## src/rtl/linear_layer_fifo_pkg.sv

```systemverilog
// Shared definitions for the Linear_Layer start/small-data FIFOs:
// occupancy width helper and handshake-fire helper.
package linear_layer_fifo_pkg;

  // Bits needed to hold an occupancy of 0..depth inclusive.
  function automatic int occ_width(input int depth);
    return $clog2(depth + 1);
  endfunction

  // A request is accepted only when enabled and the opposite side has room/data.
  function automatic logic hs_fire(input logic req, input logic ce, input logic ok);
    return req & ce & ok;
  endfunction

endpackage

```

## src/rtl/linear_layer_start_srl_store.sv

```systemverilog
// Shift-register storage: newest entry at index 0, combinational read at addr.
module linear_layer_start_srl_store #(
  parameter int DATA_WIDTH = 1,
  parameter int ADDR_WIDTH = 1,
  parameter int DEPTH      = 2
) (
  input  logic                  clk,
  input  logic                  we,
  input  logic [ADDR_WIDTH-1:0] addr,
  input  logic [DATA_WIDTH-1:0] din,
  output logic [DATA_WIDTH-1:0] dout
);

  // Sized to the full address space so every addr value indexes a real entry.
  logic [DATA_WIDTH-1:0] mem_q [2**ADDR_WIDTH];

  always_ff @(posedge clk) begin
    if (we) mem_q[0] <= din;
  end

  generate
    for (genvar gi = 1; gi < DEPTH; gi++) begin : g_shift
      always_ff @(posedge clk) begin
        if (we) mem_q[gi] <= mem_q[gi-1];
      end
    end
  endgenerate

  assign dout = mem_q[addr];

endmodule

```

## src/rtl/linear_layer_start_srl_fifo.sv

```systemverilog
// Start-token / small-data FIFO: occupancy, read address and registered
// full/empty flags around an SRL store.
module linear_layer_start_srl_fifo
  import linear_layer_fifo_pkg::*;
#(
  parameter int DATA_WIDTH = 1,
  parameter int ADDR_WIDTH = 1,
  parameter int DEPTH      = 2
) (
  input  logic                  clk,
  input  logic                  reset,
  output logic                  if_full_n,
  input  logic                  if_write_ce,
  input  logic                  if_write,
  input  logic [DATA_WIDTH-1:0] if_din,
  output logic                  if_empty_n,
  input  logic                  if_read_ce,
  input  logic                  if_read,
  output logic [DATA_WIDTH-1:0] if_dout,
  output logic [ADDR_WIDTH:0]   if_num_data_valid,
  output logic [ADDR_WIDTH:0]   if_fifo_cap
);

  localparam logic [ADDR_WIDTH:0] CAP = (ADDR_WIDTH+1)'(DEPTH);

  logic [ADDR_WIDTH:0]   count_q, count_d;
  logic [ADDR_WIDTH-1:0] rd_addr_q, rd_addr_d;
  logic                  empty_n_q, full_n_q;
  logic                  push, pop;

  assign push = hs_fire(if_write, if_write_ce, full_n_q);
  assign pop  = hs_fire(if_read, if_read_ce, empty_n_q);

  always_comb begin
    count_d   = count_q;
    rd_addr_d = rd_addr_q;
    if (push && !pop) begin
      count_d = count_q + 1'b1;
      // 0->1 keeps the address at 0; the new entry lands there.
      if (count_q != '0) rd_addr_d = rd_addr_q + 1'b1;
    end else if (pop && !push) begin
      count_d = count_q - 1'b1;
      if (count_q != (ADDR_WIDTH+1)'(1)) rd_addr_d = rd_addr_q - 1'b1;
    end
  end

  always_ff @(posedge clk or posedge reset) begin
    if (reset) begin
      count_q   <= '0;
      rd_addr_q <= '0;
      empty_n_q <= 1'b0;
      full_n_q  <= 1'b1;
    end else begin
      count_q   <= count_d;
      rd_addr_q <= rd_addr_d;
      empty_n_q <= (count_d != '0);
      full_n_q  <= (count_d != CAP);
    end
  end

  linear_layer_start_srl_store #(
    .DATA_WIDTH (DATA_WIDTH),
    .ADDR_WIDTH (ADDR_WIDTH),
    .DEPTH      (DEPTH)
  ) u_store (
    .clk  (clk),
    .we   (push),
    .addr (rd_addr_q),
    .din  (if_din),
    .dout (if_dout)
  );

  assign if_full_n         = full_n_q;
  assign if_empty_n        = empty_n_q;
  assign if_num_data_valid = count_q;
  assign if_fifo_cap       = CAP;

endmodule

```

## config.mk

```make
export PLATFORM = sky130hd
export DESIGN_NAME = linear_layer_start_srl_fifo
export DESIGN_NICKNAME = d
export VERILOG_FILES = /design/src/rtl/linear_layer_fifo_pkg.sv /design/src/rtl/linear_layer_start_srl_store.sv /design/src/rtl/linear_layer_start_srl_fifo.sv
export SDC_FILE = /design/constraint.sdc
export NUM_CORES = 1
export LEC_CHECK = 0
export ABC_AREA = 1
export BUFFER_PORTS_ARGS = -buffer_cell sky130_fd_sc_hd__buf_2
export CORE_UTILIZATION = 25
export CTS_CLUSTER_DIAMETER = 120
export DETAILED_ROUTE_END_ITERATION = 16
export SYNTH_ARGS = -nofsm -noshare
export SYNTH_HDL_FRONTEND = slang
export SYNTH_HIERARCHICAL = 1
export SYNTH_SLANG_ARGS = --single-unit
```

## constraint.sdc

```tcl
create_clock -name clk -period 3.62 [get_ports clk]
set_input_delay 1.086 -clock clk [delete_from_list [all_inputs] [get_ports clk]]
set_output_delay 1.086 -clock clk [all_outputs]
set_load 0.02 [all_outputs]
```

After elaboration in Yosys (flattened, before gate mapping) --
Memories as Yosys holds them, arrays and structs flattened. Index checks and enable logic that the tools add are counted.
Storage, ports and cells: bits in registers 5, memories kept 1, word-level logic and storage cells 33, output and inout port bits 7, memory bits (writable) 2, bits of input ports 7
Operators by class: bitwise gates (word level) 4, multiplexer cells 8, reductions and logical operators 9, add/sub/neg operators 4, equality and inequality tests 3
Memories:
- u_store.mem_q | words 2, bits a word 1, rd ports 2, clocked after Yosys merged registers in 0, write ports 2, RTL line linear_layer_start_srl_store.sv:15 | logic [DATA_WIDTH-1:0] mem_q [2**ADDR_WIDTH];
Operators by type and width (number):
- 2-bit nonzero test | 4
- 1-bit 2-to-1 mux | 6
- 1-bit AND | 4
- 2-bit 2-to-1 mux | 2
- 2-bit by 1-bit != test with 1-bit output, second input constant | 2
- 3-bit AND reduction | 1
- 2-bit by 1-bit adder with 2-bit output, second input constant | 1
- 1-bit logical AND | 2
- 1-bit logical NOT | 2
- 2-bit != test, second input constant | 1
- 2-bit by 1-bit subtractor with 2-bit output, second input constant | 1
- 1-bit adder, second input constant | 1
- 1-bit subtractor, second input constant | 1

Longest topological paths before layout --
depth after elaboration 7, depth in mapped cells 9, gate-level depth less buffers 9

By module --
The synthesis kept the hierarchy.
By module, submodules not included:
- linear_layer_start_srl_fifo | cells each 43, area an instance 326.6 um^2, times used 1
- linear_layer_start_srl_store | cells each 6, area an instance 75.1 um^2, times used 1

Worst setup path before layout --
No wires, ideal clock.
kind input-to-reg, start point in if_write, end point reg empty_n_q (netlist: if_empty_n), arrival time 1.770 ns, setup slack 1.725 ns, required time 3.495 ns, library setup time 0.125 ns, path buffers 0, cell stages on the path 7, cell sequence nand3_1 -> inv_1 -> ha_1 -> inv_2 -> nand3_1 -> nand2_1 -> nand3_1
On the way: longest elaborated chain between the ends 7, elaborated cells between the ends (all ways) 8, those cells by class 2 x mux; 2 x bitwise; 4 x reduce/logical
RTL lines:
- start, declared | RTL line linear_layer_start_srl_fifo.sv:14 | input logic if_write,
- 1-bit AND * (2 in series) | RTL line linear_layer_fifo_pkg.sv:12 | return req & ce & ok;
- net push | RTL line linear_layer_start_srl_fifo.sv:29 | logic push, pop;
- 1-bit logical NOT | RTL line linear_layer_start_srl_fifo.sv:41 | end else if (pop && !push) begin
- 1-bit logical AND | RTL line linear_layer_start_srl_fifo.sv:41
- 2-bit 2-to-1 mux | RTL line linear_layer_start_srl_fifo.sv:41
- 2-bit 2-to-1 mux * | RTL line linear_layer_start_srl_fifo.sv:37 | if (push && !pop) begin
- 2-bit nonzero test * | RTL line linear_layer_start_srl_fifo.sv:56 | empty_n_q <= (count_d != '0);
- end signal, assigned | RTL line linear_layer_start_srl_fifo.sv:56
- end, declared | RTL line linear_layer_start_srl_fifo.sv:28 | logic empty_n_q, full_n_q;
Mark *: on every way through the listed nets, which the timed path passes. The rest lies on a longest branch. A chain may end at the register's enable or synchronous reset.

Worst setup path in the final report --
start point reg rd_addr_q, end point out if_dout
On the way: longest elaborated chain between the ends 1
RTL lines:
- start, declared | RTL line linear_layer_start_srl_fifo.sv:27 | logic [ADDR_WIDTH-1:0] rd_addr_q, rd_addr_d;
- start signal, assigned | RTL line linear_layer_start_srl_fifo.sv:55 | rd_addr_q <= rd_addr_d;
- memory read 2 x 1 bit
- end, declared | RTL line linear_layer_start_srl_fifo.sv:19 | output logic [DATA_WIDTH-1:0] if_dout,
No other way between the ends.

==> reports/metrics.csv <==
stage,metric,value,unit
run_status,status,"complete, no violations",
critical_path,critPathKind,reg -> out,
yosys,synth_edf_count,2,
yosys,syn_area_per_cell,8.20,um2
cells_and_area,finish.utilization,32.4,%
global_routing,grt_use_total,8.54,%
die,ios,14,
detailed_routing,ant_nets,0,
critical_path,end_kind,primary output,
placement,dp_cells,74,
global_routing,grt_pass1_wl,1050,um
timing,holdWs,452,ps
placement,dp_slack,1510,ps
yosys,netlist_top_cells_count,"nand2_1, inv_1, nand3_1",
critical_path,timing.rr.end,rd_addr_q$_DFFE_PP0P_,
detailed_routing,wl_per_cell,8.28,um
yosys,ys_seq_area_share,46.4,%
critical_path,crit_top_cell,nand2_1,
clock_network,post_cts_resized,0,
yosys,async_flop_share,71.4,%
die,row_count,14,
cells_and_area,final_layout_size_suffix_gt1_share,29.0,%
global_routing,grt_pass1_vias,285,
detailed_routing,route.detailed.drc,0,
global_routing,grt_max_degree,6,
critical_path,cp_data_arrival_time,950,ps
die,die-area,0.00177,mm2
clock_network,cts.htree.levels,1,
yosys,yosysWarnings,6,
clock_network,cts_hold_buf,0,
power_and_ir_drop,seq_power_share,35.5,%
detailed_routing,num_vias,326,
power_and_ir_drop,ir_drop,0.202,mV
yosys,ys_top_cells_by_area,"dfrtp_1, edfxtp_1, ha_1, nand2_1, inv_1",
global_routing,overflow,0,
cells_and_area,areaGrowthSynthToFinish,21.5,%
timing,fin_crit,2040,ps
timing,final.setup.tns,0,ps
critical_path,crit_path_start,rd_addr_q$_DFFE_PP0P_,
power_and_ir_drop,leakagePower,0.283,nW
yosys,synth_top_cell_by_area,dfrtp_1,
yosys,netlist_area,402,um2
critical_path,worstPathCellList,"inv_1, nand2_1, nand2_1, buf_2",
critical_path,worstSetupStartpointType,flop,
critical_path,r2r_slack,2220,ps
timing,slew_viol_final,0,
detailed_routing,dr.first_iter.drc_count,7,
timing,fin_skew,2.50,ps
cells_and_area,fin_cells,78,
global_routing,grt_antenna_before_repair,0,
clock_network,cts-root-buf,clkbuf_4,
yosys,synth.most_common_cell,nand2_1,
timing,worst_slack,1580,ps
clock_network,post_cts_buffers,0,
clock_network,clk_pin_slew,50,ps
power_and_ir_drop,clockPowerShare,18.8,%
cells_and_area,diodes,0,
clock_network,clk_latency,250,ps
timing,rsz0062_at_grt,no,
yosys,syn_nets,60,
yosys,synthFlopType,dfrtp_1,
detailed_routing,vias_per_cell,4.18,
power_and_ir_drop,power_frac_comb,45.7,%
timing,max_freq,490,MHz
critical_path,cp_slowest_cell,dfrtp_1,
cells_and_area,fin_area,488,um2
detailed_routing,firstDrtPassIters,4,
placement,place_area,462,um2
die,coreArea,0.00151,mm2
timing,finalSetupViolCount,0,
yosys,synth-seq-cells,7,
timing,post-route-period-util,56.3,%
power_and_ir_drop,swShare,42.3,%
power_and_ir_drop,p_total,0.379,mW
critical_path,cp-endpoint,if_dout,
placement,place_hpwl,551,um
min_path,min_path_type,reg -> reg,
critical_path,cp_data_required_time,2530,ps
yosys,synth.top_cell.area_share,24.9,%
power_and_ir_drop,p_switching,0.160,mW
critical_path,path_max_fanout,4,
placement,io_buffers,11,
clock_network,cts_sinks,7,
yosys,yosysUniqueCellTypes,13,
critical_path,r2r_cells,8,
timing,hold_violations,0,
placement,globalplace.congestion,0.718,
cells_and_area,layout.nets,74,
power_and_ir_drop,powerDensity,776,mW/mm2
power_and_ir_drop,cell_internal_pwr,0.218,mW
detailed_routing,drt_wl_total,646,um
critical_path,max_stage_delay,400,ps
job,maxCapViolations,0,
critical_path,r2r-start,if_full_n$_DFF_PP1_,
die,die_y,42.1,um
yosys,synthCells,49,
die,die_w,42.1,um
clock_network,cts_buffers,3,
clock_network,cts_tree,done,
clock_network,cts_buffer_depth,2,
die,start_util,26.7,%
[worst min path at each step]
stage / startpoint / endpoint / slack, ps / depth (start not counted)
3_3_place_gp: u_store/mem_q[0]$_DFFE_PP_ / u_store/mem_q[1]$_DFFE_PP_ / 450 / 0
3_5_place_dp: u_store/mem_q[0]$_DFFE_PP_ / u_store/mem_q[1]$_DFFE_PP_ / 450 / 0
2_1_floorplan: u_store/mem_q[0]$_DFFE_PP_ / u_store/mem_q[1]$_DFFE_PP_ / 430 / 0
6_report: u_store/mem_q[0]$_DFFE_PP_ / u_store/mem_q[1]$_DFFE_PP_ / 450 / 0
4_1_cts: u_store/mem_q[0]$_DFFE_PP_ / u_store/mem_q[1]$_DFFE_PP_ / 460 / 0
5_1_grt: u_store/mem_q[0]$_DFFE_PP_ / u_store/mem_q[1]$_DFFE_PP_ / 480 / 0
[registers in the layout, summed over array words and instances (netlist names)]
signal             cells
if_num_data_valid      2
u_store/mem_q          2
if_empty_n             1
if_full_n              1
rd_addr_q              1
[power groups by stage]
stage	clock (mW)	sequential, mW	combinational (mW)
floorplan	0	0.161	0.103
finish	0.0712	0.134	0.173
global route	0.0798	0.140	0.196
global placement	0	0.137	0.172
CTS	0.0742	0.135	0.176
detailed placement	0	0.136	0.175
[layout by cell type, fill, tap and decap left out]
| master | instances |
|---|---|
| clkbuf_4 | 3 |
| clkbuf_1 | 1 |
| nand3_1 | 5 |
| conb_1 | 2 |
| nand2_1 | 13 |
| nand2_2 | 2 |
| dfstp_2 | 1 |
| buf_2 | 11 |
| dfrtp_1 | 4 |
| inv_1 | 11 |
| nand4_1 | 1 |
| ha_1 | 4 |
| inv_2 | 1 |
| o21ai_0 | 1 |
| edfxtp_1 | 2 |
[cells by family after synthesis]
family,synth area share [%]
AND/OR/NAND/NOR,23.1
buffers and inverters,15.0
flip-flops,46.4
other,1.87
adder cells (fa/ha/maj),12.5
AO/OA/AOI/OAI,1.24
[cell type report]
type,instances,area [um2]
Multi-Input combinational cell,28,155
Sequential cell,7,186
Tap cell,16,20.0
Clock buffer,4,26.3
Fill cell,172,1020
Timing Repair Buffer,11,55.1
Inverter,12,45.0
[critical path, delay by kind of cell (launching register included)]
kind / cells / cell delay [ps]
flops: 1 / 400
buf+inv: 2 / 210
simple gates: 2 / 80
[layer usage]
metal	wire length [um]	GRT usage, %	vias up
li1	-	-	168
met1	242	7.55	149
met2	347	15.3	7
met3	41	5.17	2
met4	15	3.75	0
met5	0	0	-
(Power assumes the default switching activity.)
